### src/rtl/video_mode_ctrl.sv
// Frame-synchronous background/target select controller for the video output mux.
// Button presses and auto-demo advances stage in pending registers and are committed on new_frame_in.
module video_mode_ctrl #(
  parameter int unsigned DWELL_FRAMES = 120,
  parameter int unsigned HOLD_FRAMES  = 300,
  parameter logic [1:0]  RESET_BG     = 2'b00
) (
  input  logic       clk_pixel_in,
  input  logic       rst_in,
  input  logic       btn_bg_in,
  input  logic       btn_target_in,
  input  logic       auto_in,
  input  logic       new_frame_in,
  output logic [1:0] bg_out,
  output logic       target_out,
  output logic       auto_active_out,
  output logic       mode_changed_out
);

  localparam int unsigned MAX_FRAMES = (DWELL_FRAMES > HOLD_FRAMES) ? DWELL_FRAMES : HOLD_FRAMES;
  localparam int unsigned CW         = $clog2(MAX_FRAMES + 1);
  localparam logic [CW-1:0] DWELL_LAST = CW'(DWELL_FRAMES - 1);
  localparam logic [CW-1:0] HOLD_LAST  = CW'(HOLD_FRAMES - 1);
  localparam logic [CW-1:0] CNT_ZERO   = {CW{1'b0}};
  localparam logic [CW-1:0] CNT_ONE    = CW'(1);

  typedef enum logic [1:0] {
    ST_MANUAL = 2'b00,
    ST_AUTO   = 2'b01,
    ST_HOLD   = 2'b10
  } state_e;

  function automatic logic [1:0] bg_step(input logic [1:0] v);
    return v + 2'd1;
  endfunction

  state_e        state_q, state_d;
  logic [CW-1:0] cnt_q, cnt_d;
  logic          btn_bg_q, btn_tgt_q;
  logic [1:0]    pend_bg_q, pend_bg_d;
  logic          pend_tgt_q, pend_tgt_d;
  logic [1:0]    bg_q, bg_d;
  logic          tgt_q, tgt_d;
  logic          changed_q, changed_d;
  logic          auto_active_q;

  logic press_bg_s, press_tgt_s, press_any_s, advance_s;

  assign press_bg_s  = btn_bg_in & ~btn_bg_q;
  assign press_tgt_s = btn_target_in & ~btn_tgt_q;
  assign press_any_s = press_bg_s | press_tgt_s;

  // Mode FSM and frame counter; a press or auto_in low pre-empts the dwell advance.
  always_comb begin
    state_d   = state_q;
    cnt_d     = cnt_q;
    advance_s = 1'b0;
    case (state_q)
      ST_MANUAL: begin
        cnt_d = CNT_ZERO;
        if (auto_in) begin
          state_d = ST_AUTO;
        end else begin
          state_d = ST_MANUAL;
        end
      end
      ST_AUTO: begin
        if (!auto_in) begin
          state_d = ST_MANUAL;
          cnt_d   = CNT_ZERO;
        end else if (press_any_s) begin
          state_d = ST_HOLD;
          cnt_d   = CNT_ZERO;
        end else if (new_frame_in) begin
          if (cnt_q == DWELL_LAST) begin
            cnt_d     = CNT_ZERO;
            advance_s = 1'b1;
          end else begin
            cnt_d = cnt_q + CNT_ONE;
          end
        end else begin
          cnt_d = cnt_q;
        end
      end
      ST_HOLD: begin
        if (!auto_in) begin
          state_d = ST_MANUAL;
          cnt_d   = CNT_ZERO;
        end else if (press_any_s) begin
          cnt_d = CNT_ZERO;
        end else if (new_frame_in) begin
          if (cnt_q == HOLD_LAST) begin
            state_d = ST_AUTO;
            cnt_d   = CNT_ZERO;
          end else begin
            cnt_d = cnt_q + CNT_ONE;
          end
        end else begin
          cnt_d = cnt_q;
        end
      end
      default: begin
        state_d = ST_MANUAL;
        cnt_d   = CNT_ZERO;
      end
    endcase
  end

  // Pending update and frame-boundary commit; commit uses pending values from before this edge.
  always_comb begin
    pend_bg_d  = pend_bg_q;
    pend_tgt_d = pend_tgt_q;
    if (press_bg_s || advance_s) begin
      pend_bg_d = bg_step(pend_bg_q);
    end else begin
      pend_bg_d = pend_bg_q;
    end
    if (press_tgt_s || (advance_s && (pend_bg_q == 2'b11))) begin
      pend_tgt_d = ~pend_tgt_q;
    end else begin
      pend_tgt_d = pend_tgt_q;
    end
    if (new_frame_in) begin
      bg_d      = pend_bg_q;
      tgt_d     = pend_tgt_q;
      changed_d = (pend_bg_q != bg_q) || (pend_tgt_q != tgt_q);
    end else begin
      bg_d      = bg_q;
      tgt_d     = tgt_q;
      changed_d = 1'b0;
    end
  end

  // State and output registers.
  always_ff @(posedge clk_pixel_in) begin
    if (rst_in) begin
      state_q       <= ST_MANUAL;
      cnt_q         <= CNT_ZERO;
      btn_bg_q      <= 1'b0;
      btn_tgt_q     <= 1'b0;
      pend_bg_q     <= RESET_BG;
      pend_tgt_q    <= 1'b0;
      bg_q          <= RESET_BG;
      tgt_q         <= 1'b0;
      changed_q     <= 1'b0;
      auto_active_q <= 1'b0;
    end else begin
      state_q       <= state_d;
      cnt_q         <= cnt_d;
      btn_bg_q      <= btn_bg_in;
      btn_tgt_q     <= btn_target_in;
      pend_bg_q     <= pend_bg_d;
      pend_tgt_q    <= pend_tgt_d;
      bg_q          <= bg_d;
      tgt_q         <= tgt_d;
      changed_q     <= changed_d;
      auto_active_q <= (state_d == ST_AUTO);
    end
  end

  assign bg_out           = bg_q;
  assign target_out       = tgt_q;
  assign auto_active_out  = auto_active_q;
  assign mode_changed_out = changed_q;

endmodule
### config.mk
export PLATFORM = sky130hd
export DESIGN_NAME = video_mode_ctrl
export DESIGN_NICKNAME = d
export VERILOG_FILES = /design/src/rtl/video_mode_ctrl.sv
export SDC_FILE = /design/constraint.sdc
export NUM_CORES = 1
export LEC_CHECK = 0
export ABC_AREA = 1
export CORE_MARGIN = 4
export CORE_UTILIZATION = 57
export DETAILED_ROUTE_END_ITERATION = 16
export HOLD_SLACK_MARGIN = 0.08
export PLACE_DENSITY = 0.78
export SLEW_MARGIN = 20
export SYNTH_ARGS = -nofsm -noshare
export SYNTH_HDL_FRONTEND = slang
export SYNTH_SLANG_ARGS = --single-unit
### constraint.sdc
create_clock -name clk_pixel_in -period 1.85 [get_ports clk_pixel_in]
set_input_delay 0.4625 -clock clk_pixel_in [delete_from_list [all_inputs] [get_ports clk_pixel_in]]
set_output_delay 0.4625 -clock clk_pixel_in [all_outputs]
set_load 0.01 [all_outputs]
; After elaboration in Yosys (flattened, before gate mapping)
; Index checks and enable logic that the tools add are counted.
[word_totals]
mem_bits_rw = 0
rom_bits = 0
word_cells = 58
output_inout_bits = 5
latchBits = 0
reg_bits = 21
n_memories = 0
[op_classes]
n_mux = 22
multipliers = 0
shifts = 0
add_sub_neg = 2
reduce_logical = 7
div = 0
order_cmp = 0
bitwise = 7
eq_ne = 10
[ops]
columns = cell, n
row1 = 2-to-1 mux 9 bit, 8
row2 = case mux 9 bit (2 select lines), 1
row3 = 2-to-1 mux 2 bit, 6
row4 = "adder 9 x 1 -> 9 bit, second input constant", 1
row5 = "== test 9 x 7 -> 1 bit, second input constant", 1
row6 = "== test 9 bit, second input constant", 1
row7 = "!= test 4 bit, second input constant", 2
row8 = 2-to-1 mux 1 bit, 6
row9 = case mux 2 bit (3 select lines), 1
row10 = "== test 2 x 1 -> 1 bit, second input constant", 2
row11 = "== test 2 bit, second input constant", 2
row12 = inverter 1 bit, 4
row13 = logical OR 1 bit, 3
row14 = "adder 2 x 1 -> 2 bit, second input constant", 1
row15 = bitwise AND 1 bit, 2
row16 = logical NOT 2 bit, 1
row17 = != test 2 bit, 1
row18 = AND reduction 2 bit, 1
row19 = OR reduction 2 bit, 1
row20 = logical AND 1 bit, 1
row21 = != test 1 bit, 1
row22 = OR 1 bit, 1

; Longest topological paths before layout
[logic_depth]
word_depth = 8
ltp_mapped = 10

; Worst setup path after synthesis
; OpenSTA, ideal clock, no wires.
[synth_path]
path_type = register to register
from = register state_q[1]
to = register cnt_q[4]
period_less_slack_ns = 1.376
setup_slack_ns = 0.474
arrival_time_ns = 1.261
stages_incl_launch_ff = 11
t_required_ns = 1.735
cell_sequence = dfxtp_1 inv_1 ha_1 inv_1 a21oi_2 nand2_4 buf_12 nand2_2 nand2_1 nand2_1 a21oi_2
[synth_via]
elab_chain_cells = 3
elab_cells_between_ends = 6
cone_classes = eq/ne (4) / mux (1) / reduce/logical (1)
[synth_rtl]
columns = element, line
row1 = start: declaration, 37  ; state_e state_q, state_d;
row2 = start signal: assignment, 148  ; state_q <= state_d;
row3 = == test 2 x 1 -> 1 bit / == test 2 bit (equally long branches), 58  ; case (state_q)
row4 = != test 4 bit (no source line), -
row5 = AND reduction 2 bit (no source line), -
row6 = end signal: assignment, 149  ; cnt_q <= cnt_d;
row7 = end: declaration, 38  ; logic [CW-1:0] cnt_q, cnt_d;
; Several ways; a longest one is shown, not always the timed one.
; A chain may end at the register's enable or synchronous reset.

; Worst setup path in the final report
[layout_path]
from = register bg_q[1], in the netlist bg_out[1]
to = output port bg_out[1]
[layout_lines]
columns = element, line
row1 = start: declaration, 42  ; logic [1:0] bg_q, bg_d;
row2 = start signal: assignment, 154  ; bg_q <= bg_d;
row3 = end: declaration, 14  ; output logic [1:0] bg_out,
; No word-level cell between the ends.

==> reports/results.tsv <==
stage	metric	value	unit
timing	max_freq	0.583	GHz
global_route	antenna_found_initial	0	
power	switching_share	27.6	%
final_layout	drive_gt1_share	17.7	%
placed_design	dp_hpwl	2.22	mm
setup_path	cp_num_cells	1	
drt	drt_iter0_drc	39	
power	leakage	0.657	nW
logic_synthesis	yosys_most_used_dff	dfxtp_1	
setup_path	arrival	1.25	ns
cts	clkTransAtPathRegs	0.12	ns
die	initial_utilization	60.8	%
setup_path	crit_buf_inv	1	
setup_path	path_max_fanout	3	
worst_hold_path	hold_class	reg -> reg	
setup_path	worstPathRequired	1.39	ns
cts	max-clock-path-buffers	2	
cts	cts_hold_buf	0	
setup_path	critPathMaxStageDelay	0.56	ns
die	dieArea	3250	um2
timing	finalCriticalPeriod	1.72	ns
drt	drc_errors	0	
power	p_int	0.615	mW
power	power_density	557	nW/um2
power	power_frac_comb	17.0	%
setup_path	crit_family	buffers and inverters	
timing	tightest_slew	0.392	ns
run	drv_cap	0	
timing	fin_hold_ws	0.515	ns
power	clkPwrFrac	26.5	%
drt	finalWirelength	2.95	mm
drt	viasPerCell	5.31	
cts	post-cts-setup-buffers	0	
setup_path	worst_r2r_path_depth	9	
setup_path	startpoint_type	flip-flop	
power	power_switching	0.234	mW
global_route	grt_pass1_wl	5.22	mm
global_route	grt-ovfl-total	0	
power	peakVddDrop	0.432	mV
drt	drt-wirelength-per-cell	12.4	um
final_layout	diodes	0	
logic_synthesis	async_flop_share	0	%
cts	cts_tree	built	
global_route	grtUsageTotal	19.7	%
cts	ctsRootBufferMaster	clkbuf_4	
cts	clock_latency	0.31	ns
logic_synthesis	synth-edff-count	0	
global_route	grt_max_degree	17	
logic_synthesis	syn-num-nets	206	
final_layout	utilization	67.6	%
die	top_level_ports	11	
setup_path	crit_slowest_cell	clkdlybuf4s50_1	
placed_design	io_buffers	10	
logic_synthesis	yosysSeqAreaShare	30.7	%
logic_synthesis	netlist-cell-type-count	26	
drt	drtAntennaViolNets	0	
logic_synthesis	syn_area	1370	um2
final_layout	fin_area	1520	um2
timing	report.final.setup_viol	0	
timing	slew_headroom	73.9	%
setup_path	worstPathCellList	clkdlybuf4s50_1	
timing	period_share	92.7	%
final_layout	area_delta_synth_final	11.1	%
worst_hold_path	hp-start	cnt_q[0]$_SDFFE_PP0P_	
cts	cts_buffers	3	
timing	skew	0.00527	ns
die	die_h	57.1	um
timing	slew_viol_final	0	
setup_path	r2r_slack	0.21	ns
setup_path	rr_endpoint	cnt_q[1]$_SDFFE_PP0P_	
setup_path	critical_path_class	reg -> out	
cts	cts_max_level	1	
logic_synthesis	ys_ff_latch	21	
final_layout	nets	222	
final_layout	final_common_cell	nand2_1	
logic_synthesis	yosys_warnings	0	
cts	ctsResizeCount	0	
power	p_seq_share	56.5	%
global_route	grt_pass1_vias	1237	
setup_path	crit_path_end	bg_out[1]	
placed_design	gp_congestion	0.912	
drt	vias	1259	
setup_path	cp-end-kind	primary output	
final_layout	mostFrequentLayoutCells	nand2_1, inv_1, nor2_1, nand3_1, dfxtp_1	
logic_synthesis	syn_inst	194	
drt	drtPass1Iterations	4	
timing	finalHoldViolCount	0	
cts	cts_num_sinks	21	
timing	rsz0062_at_grt	no	
outcome	outcome	finished clean	
die	core	2250	um2
setup_path	r2r-start	state_q[1]$_SDFF_PP0_	
setup_path	crit_path_start	bg_out[1]$_SDFFE_PP0P_	
placed_design	place_area	1500	um2
die	die_x	57.1	um
die	rows	17	
logic_synthesis	avgSynthCellArea	7.07	um2
[registers in the layout, summed over array words and instances, names as in the netlist]
name	count
target_out	1
btn_tgt_q	1
mode_changed_out	1
pend_tgt_q	1
auto_active_out	1
btn_bg_q	1
bg_out	2
cnt_q	9
pend_bg_q	2
state_q	2
[routing by layer]
layer	share of wire [%]	up-vias	global-route usage, %
met5	0	-	0
met4	1.4	0	6.62
met3	3.7	6	2.94
met2	47	27	33.6
met1	48	585	25.4
li1	-	641	-
[worst min path at each step]
stage / slack, ns / cells past startpoint / to
global placement: 0.49 / 2 / cnt_q[0]$_SDFFE_PP0P_
global route: 0.55 / 2 / cnt_q[0]$_SDFFE_PP0P_
detailed placement: 0.51 / 2 / cnt_q[0]$_SDFFE_PP0P_
CTS: 0.52 / 2 / cnt_q[0]$_SDFFE_PP0P_
floorplan: 0.48 / 2 / cnt_q[0]$_SDFFE_PP0P_
finish: 0.52 / 2 / cnt_q[0]$_SDFFE_PP0P_
[per-stage QoR]
step,setup slack (ns),instances,power [mW],TNS (ns)
2_1_floorplan,0.474,194,0.582,0
3_3_place_gp,0.0345,233,0.628,0
3_5_place_dp,-0.0504,233,0.633,-0.0862
4_1_cts,0.127,237,0.853,0
5_1_grt,0.0723,237,0.898,0
6_report,0.135,237,0.848,0
[synth_stat cells, types with 2 or more instances]
| cell type | instances | area [um2] |
|---|---|---|
| nand2_1 | 34 | 128 |
| inv_1 | 27 | 101 |
| dfxtp_1 | 21 | 420 |
| nand3_1 | 21 | 105 |
| nor2_1 | 21 | 78.8 |
| a21oi_1 | 15 | 75.1 |
| ha_1 | 6 | 75.1 |
| inv_2 | 5 | 18.8 |
| nand2_2 | 5 | 31.3 |
| nand2_4 | 5 | 56.3 |
| nor2_2 | 5 | 31.3 |
| nor2_4 | 5 | 56.3 |
| o21ai_0 | 4 | 20.0 |
| a21oi_2 | 3 | 26.3 |
| nand4_1 | 3 | 18.8 |
| xnor2_1 | 3 | 26.3 |
| o21ai_1 | 2 | 10.0 |
[cells by family (layout without fill, tap and decap cells)]
kind of cell,after synthesis,after routing,share of synthesized area (%)
AOI/OAI and AO/OA,25,25,10.0
xor gates and xnor gates,3,3,1.92
adders and majority gates,6,6,5.47
DFF,21,21,30.7
and+or+nand+nor,104,104,40.3
buffers and inverters,35,50,11.6
[worst register-to-register path, delay by kind of cell (launching register included)]
family / cells / cell delay, ns
AOI/OAI and AO/OA: 1 / 0.10
buffers and inverters: 2 / 0.23
adders and majority gates: 1 / 0.22
DFF: 1 / 0.43
and+or+nand+nor: 5 / 0.60
[power by group through the flow]
stage	clock network, mW	registers, mW	logic, mW
3_3_place_gp	0	0.489	0.140
2_1_floorplan	0	0.491	0.0907
3_5_place_dp	0	0.490	0.143
4_1_cts	0.229	0.480	0.144
5_1_grt	0.257	0.482	0.159
6_report	0.225	0.480	0.144
[final cells by class]
class / count / area [um2]
clock buffer: 4 / 26.3
fill: 218 / 731
inverter: 32 / 120
multi-input combinational: 138 / 792
sequential: 21 / 420
tap: 28 / 35.0
timing repair buffer: 14 / 130
Note: power is estimated with default switching activity, not from simulation.
